**src/rtl/uart_rx.sv**
```systemverilog
// 8N1 UART receiver with 16x oversampling driven by an external one-clock tick.
// Reports each good byte with a done strobe; bad stop bits raise frame_err instead.
module uart_rx #(
  parameter int DBIT       = 8,
  parameter int OVERSAMPLE = 16,
  parameter int SB_TICK    = 16
) (
  input  logic            clk,
  input  logic            reset,
  input  logic            rx,
  input  logic            s_tick,
  output logic [DBIT-1:0] rx_data,
  output logic            rx_done_tick,
  output logic            frame_err
);

  localparam int MAXT = (OVERSAMPLE > SB_TICK) ? OVERSAMPLE : SB_TICK;
  localparam int CW   = (MAXT > 1) ? $clog2(MAXT) : 1;
  localparam int NW   = (DBIT > 1) ? $clog2(DBIT) : 1;

  localparam logic [CW-1:0] C_HALF = CW'(OVERSAMPLE / 2 - 1);
  localparam logic [CW-1:0] C_FULL = CW'(OVERSAMPLE - 1);
  localparam logic [CW-1:0] C_STOP = CW'(SB_TICK - 1);
  localparam logic [NW-1:0] N_LAST = NW'(DBIT - 1);

  typedef enum logic [2:0] {
    IDLE      = 3'd0,
    START     = 3'd1,
    DATA      = 3'd2,
    STOP      = 3'd3,
    WAIT_IDLE = 3'd4
  } state_t;

  state_t          r_state;
  logic [CW-1:0]   r_cnt;
  logic [NW-1:0]   r_n;
  logic [DBIT-1:0] r_sh;
  logic [1:0]      r_sync;
  logic            w_rx_s;

  assign w_rx_s = r_sync[1];

  // Synchronizer resets to the idle (high) level so reset never looks like a start bit.
  always_ff @(posedge clk or posedge reset) begin
    if (reset) r_sync <= 2'b11;
    else       r_sync <= {r_sync[0], rx};
  end

  always_ff @(posedge clk or posedge reset) begin
    if (reset) begin
      r_state      <= IDLE;
      r_cnt        <= '0;
      r_n          <= '0;
      r_sh         <= '0;
      rx_data      <= '0;
      rx_done_tick <= 1'b0;
      frame_err    <= 1'b0;
    end else begin
      rx_done_tick <= 1'b0;
      frame_err    <= 1'b0;
      case (r_state)
        IDLE: begin
          if (!w_rx_s) begin
            r_cnt   <= '0;
            r_state <= START;
          end
        end
        START: begin
          if (s_tick) begin
            if (r_cnt == C_HALF) begin
              if (!w_rx_s) begin
                r_cnt   <= '0;
                r_n     <= '0;
                r_state <= DATA;
              end else begin
                r_state <= IDLE;
              end
            end else begin
              r_cnt <= r_cnt + CW'(1);
            end
          end
        end
        DATA: begin
          if (s_tick) begin
            if (r_cnt == C_FULL) begin
              r_cnt <= '0;
              r_sh  <= {w_rx_s, r_sh[DBIT-1:1]};
              if (r_n == N_LAST) r_state <= STOP;
              else               r_n     <= r_n + NW'(1);
            end else begin
              r_cnt <= r_cnt + CW'(1);
            end
          end
        end
        STOP: begin
          // Leaving at mid stop bit lets a following start bit be caught with no gap.
          if (s_tick) begin
            if (r_cnt == C_STOP) begin
              if (w_rx_s) begin
                rx_data      <= r_sh;
                rx_done_tick <= 1'b1;
                r_state      <= IDLE;
              end else begin
                frame_err <= 1'b1;
                r_state   <= WAIT_IDLE;
              end
            end else begin
              r_cnt <= r_cnt + CW'(1);
            end
          end
        end
        WAIT_IDLE: begin
          if (w_rx_s) r_state <= IDLE;
        end
        default: r_state <= IDLE;
      endcase
    end
  end

endmodule

```
**config.mk**
```make
export PLATFORM = sky130hd
export DESIGN_NAME = uart_rx
export DESIGN_NICKNAME = d
export VERILOG_FILES = /design/src/rtl/uart_rx.sv
export SDC_FILE = /design/constraint.sdc
export NUM_CORES = 1
export LEC_CHECK = 0
export CORE_MARGIN = 1
export CORE_UTILIZATION = 50
export CTS_CLUSTER_DIAMETER = 30
export DETAILED_ROUTE_END_ITERATION = 7
export PLACE_DENSITY = 0.75
export SYNTH_ARGS = -nofsm -noshare
export SYNTH_HDL_FRONTEND = slang
export SYNTH_SLANG_ARGS = --single-unit
```
**constraint.sdc**
```tcl
create_clock -name clk -period 4.83 [get_ports clk]
set_input_delay 0.483 -clock clk [delete_from_list [all_inputs] [get_ports clk]]
set_output_delay 0.483 -clock clk [all_outputs]
set_load 0.05 [all_outputs]
```
==> results of run 1 <==
[sequential cells by signal, summed over array words and instances (netlist names)]
name and count:
rx_data 8, frame_err 1, rx_done_tick 1, r_state 3, r_sync 2, r_sh 8
r_cnt 4, r_n 3
[stage by stage]
stage | worst slack [ns] | power, uW | instance area (sq um) | std cells
floorplan | 3.05 | 475 | 1370 | 106
global placement | 2.60 | 470 | 1500 | 144
detailed placement | 2.58 | 478 | 1500 | 144
CTS | 2.80 | 686 | 1580 | 152
global route | 2.71 | 728 | 1580 | 152
finish | 2.80 | 683 | 1580 | 152
[path summary, 6_finish.rpt]
check	from	endpoint	slack, ns	cells after the start
setup / recovery	r_cnt[0]	rx_data[0]	2.80	5
hold / removal	r_sync[0]	r_sync[1]	0.36	0
setup reg to reg	r_cnt[0]	rx_data[0]	2.80	5
hold reg to reg	r_sync[0]	r_sync[1]	0.36	0
max in group asynchronous	reset	r_cnt[2]	3.44	2
min in group asynchronous	reset	r_sh[7]	0.73	2
[cells by family (layout without fill, tap and decap cells)]
kind of cell    after synthesis  count (layout)  share of synthesized area, %
flops                        30              30                          54.9
simple gates                 27              27                          12.9
xor+xnor                      1               1                         0.638
buf+inv                       7              23                          3.83
mux                          18              18                          14.8
compound gates               20              20                          10.3
fa+ha+maj                     3               3                          2.74
[cell type report]
cell class              instances  area (sq um)  area share, %
flip-flops and latches         30           753           47.7
multi-input cells              69           567           35.9
repair buffers                 13           130           8.23
clock buffers                   7          55.1           3.48
well taps                      30          37.5           2.38
clock inverters                 1          30.0           1.90
inverters                       2          7.51          0.475
[power by group]
part / internal [uW] / switching, uW / total, uW
sequential: 279 / 63.3 / 343
combinational: 64.7 / 68.3 / 133
clock: 124 / 83.8 / 207
[cell usage in the layout, fill, tap and decap left out, types with 2 or more instances in the layout]
cell type | netlist | routed
a22o_1 | 3 | 3
a31oi_1 | 2 | 2
clkdlybuf4s50_1 | 0 | 13
nand2_1 | 4 | 4
a21oi_1 | 4 | 4
a311oi_1 | 2 | 2
dfstp_2 | 2 | 2
nor2_1 | 5 | 5
nor3b_1 | 2 | 2
nor2_8 | 2 | 2
ha_1 | 3 | 3
mux2_2 | 18 | 18
a41oi_1 | 3 | 3
o21ai_0 | 3 | 3
nor3_1 | 2 | 2
nand3_1 | 3 | 3
and3_1 | 2 | 2
clkbuf_4 | 0 | 5
inv_1 | 2 | 2
dfrtp_1 | 28 | 28
[metal layers]
layer | global-route usage, % | vias to the layer above | wire length [microns]
met5 | 0 | - | 0
met2 | 26.2 | 19 | 954
met1 | 22.8 | 430 | 1080
met3 | 10.0 | 5 | 114
li1 | - | 427 | -
met4 | 7.69 | 0 | 37
==> reports/metrics.cfg, run 1 <==
[status]
status=complete, no violations

[global_route]
grt_pass1_vias=803
antenna_found_initial=0
overflow=0
grt_max_degree=31
grt_pass1_wl_mm=3.56
grt_usage_pct=18.3

[timing]
final_hold_viol_count=0
slew_viol_final=0
setup_viol=0
rsz0062_at_grt=false
whs_ns=0.363
finalCriticalPeriod_ns=2.03
tns_ns=0
clock_skew_ns=0.00792
fmax_mhz=493
maxSlewHeadroom_pct=27.2
tightest_slew_ns=1.09
fin_crit_sh_pct=42.0

[worst_setup_path]
crit_required_ns=5.04
setup.worst_path.start_class=register
cpPeakStageDelay_ns=0.43
critical_path.top_delay_family=simple AND/OR/NAND/NOR gates
cp_num_buf_inv=0
cp_cell_sequence=ha_1 -> nand3_1 -> or3_4 -> nor2_8 -> mux2_2
critPathMaxFanout=9
arrival_ns=2.24
end_kind=register
cp_slowest_cell=or3_4
criticalPathCategory=reg -> reg

[floorplan]
dieArea_sq_um=2960
start_util_pct=53.9
row_count=18
io_pins=14
die_w_microns=54.4
core-area_sq_um=2540
die_h_microns=54.4

[synth]
yosysMostFrequentCell=dfrtp_1
ys_seq_area_share_pct=54.9
synth-edff-count=0
synth_area_sq_um=1370
synth.top_cells.by_area=dfrtp_1 (51%), mux2_2 (15%), dfstp_2 (3.8%)
async_reset_ff_share_pct=100
yosysUniqueCellTypes=32
syn_avg_cell_area_sq_um=12.9
yosysTopAreaCell=dfrtp_1
synth_ff_type=dfrtp_1
synthCells=106
synthTopCellsByCount=dfrtp_1 (28), mux2_2 (18), nor2_1 (5)
yosys_register_bits=30
yosys_warnings=0
syn_nets=113
synth_top_area_share_pct=51.0

[layout]
area_delta_synth_final_pct=15.1
drive_gt1_share_pct=26.2
nets=128
nFillCells=205
final_core_util_pct=62.1
antennaDiodeCount=0

[route]
dr_total_vias=881
drt-initial-drc-count=13
wl_per_cell_microns=14.4
routed_wl_mm=2.19
drc=0
ant_nets=0
dr.pass1.iters=4
vias_per_cell=5.80

[cts]
htree_levels=2
cts_sinks=30
cts_inserted_buffers=5
cts_resized=0
clk_pin_slew_ns=0.09
hold_buffers=0
post-cts-setup-buffer-count=0
cts_buffer_depth=2
cts_root_buf=clkbuf_4
cts_tree=built
clock_latency_ns=0.33

[power_and_ir_drop]
powerDensity_nw_per_um2=432
peakVddDrop_uv=283
leakagePower_uw=0.000761

[place]
gp_congestion=0.798
dp_hpwl_mm=1.47
io_buffers=13

[run]
cap_violations=0

[worst_hold_path]
min_path_type=reg -> reg

Power figures use the tool's default switching activity.
==> run 2, diff against run 1 <==
Clock period 4.83 ns to 1.95 ns, I/O delays scaled along.
==> run 2 against run 1 <==
Highest routed layer unchanged. Critical path type unchanged. Sequential share of layout area decreased by 1.4 points. Clock skew rose by 0.0014 ns. Via count grew 2.8%. First-iteration DRC count up 23%.
==> reports/metrics.cfg, run 2 (synthesis results as in run 1) <==
[power_and_ir_drop]
p_int_uw=1210
p_total_uw=1760
powerDensity_nw_per_um2=1080
netSwitchingFraction_pct=31.4
leakagePower_uw=0.000793
peakVddDrop_uv=857
p_comb_share_pct=26.5
p_seq_share_pct=44.8
switchingPower_uw=554
power.share.clock_pct=28.7

[cts]
hold_buffers=0
cts_resized=0
cts_root_buf=clkbuf_4
cts_sinks=30
cts_buffer_depth=2
cts_inserted_buffers=5
htree_levels=2
post-cts-setup-buffer-count=0
clk_pin_slew_ns=0.10
clock_latency_ns=0.33
cts_tree=built

[floorplan]
dieArea_sq_um=2960
die_w_microns=54.4
core-area_sq_um=2540
io_pins=14
start_util_pct=53.9
die_h_microns=54.4
row_count=18

[route]
drc=0
routed_wl_mm=2.31
dr.pass1.iters=4
vias_per_cell=5.73
wl_per_cell_microns=14.6
drt-initial-drc-count=16
dr_total_vias=906
ant_nets=0

[worst_setup_path]
critPathMaxFanout=9
cp_cell_sequence=ha_1 -> nand3_1 -> or3_4 -> nor2_8 -> mux2_2
startpoint=r_cnt[1]
rr_endpoint=rx_data[4]
reg2reg_slack_ns=0.14
arrival_ns=2.02
end_kind=register
r2r_cells=5
setup.worst_path.start_class=register
crit_required_ns=2.16
crit_end=rx_data[4]
cp_slowest_cell=or3_4
cpPeakStageDelay_ns=0.42
reg2reg_from=r_cnt[1]
criticalPathCategory=reg -> reg

[timing]
rsz0062_at_grt=false
fmax_mhz=553
fin_ws_ns=0.140
fin_crit_sh_pct=92.8
slew_viol_final=0
maxSlewHeadroom_pct=62.4
setup_viol=0
clock_skew_ns=0.00930
final_hold_viol_count=0
tightest_slew_ns=0.560
finalCriticalPeriod_ns=1.81
tns_ns=0
whs_ns=0.229

[layout]
final_common_cell=dfrtp_1
nets=135
fin_cells=158
area_delta_synth_final_pct=18.7
nFillCells=196
antennaDiodeCount=0
drive_gt1_share_pct=30.5
top_regs=r_sh x8, rx_data x8, r_cnt x4
mostFrequentLayoutCells=dfrtp_1 (28), mux2_2 (18), clkdlybuf4s50_1 (13), buf_4 (7)

[global_route]
antenna_found_initial=0
grt_pass1_vias=821
grt_usage_pct=18.8
overflow=0
grt_pass1_wl_mm=3.73
grt_max_degree=31

[run]
cap_violations=0

[worst_hold_path]
min_path_type=in -> async

[status]
status=complete, no violations

[place]
dp_hpwl_mm=1.56
io_buffers=13
post-place-ws_ns=0.00821
placed_cells=151
gp_congestion=0.818

-- run 2: layer usage --
layer | up-vias | global-route usage [%] | share of wire (%)
li1 | 432 | - | -
met3 | 6 | 8.61 | 6.5
met2 | 34 | 25.0 | 46
met5 | - | 0 | 0
met1 | 434 | 25.4 | 46
met4 | 0 | 8.97 | 1.3
-- run 2: how the worst min path moves through the flow --
stage,startpoint,endpoint,slack [ns],cells past startpoint
floorplan,rx,r_sync[0],0.20,0
global placement,r_sync[0],r_sync[1],0.35,0
detailed placement,r_sync[0],r_sync[1],0.35,0
CTS,reset,r_cnt[3],0.24,3
global route,rx,r_sync[0],0.26,1
finish,reset,r_state[0],0.23,3
-- run 2: layout make-up --
type | count | area (sq um) | area share [%]
inverter | 2 | 7.51 | 0.461
clock inverter | 1 | 30.0 | 1.84
sequential | 30 | 753 | 46.2
tap | 30 | 37.5 | 2.30
multi-input combinational | 69 | 567 | 34.8
clock buffer | 6 | 51.3 | 3.15
timing repair buffer | 20 | 183 | 11.2
-- run 2: power groups by stage --
stage,registers (uW),logic (uW),clock network [uW]
finish,791,468,506
floorplan,752,424,0
global route,809,510,550
global placement,796,444,0
CTS,788,466,518
detailed placement,796,463,0
-- run 2: stage by stage --
step	utilization, %	cell area (sq um)
after floorplan	-	1370
after global placement	60.8	1550
after detailed placement	60.8	1550
after CTS	64.0	1630
after global routing	64.0	1630
final	64.0	1630
-- run 2: critical path, delay by kind of cell, from the launching register on --
kind          cells  cell delay (ns)
fa+ha+maj         1             0.20
simple gates      3             0.74
flops             1             0.40
mux               1             0.36
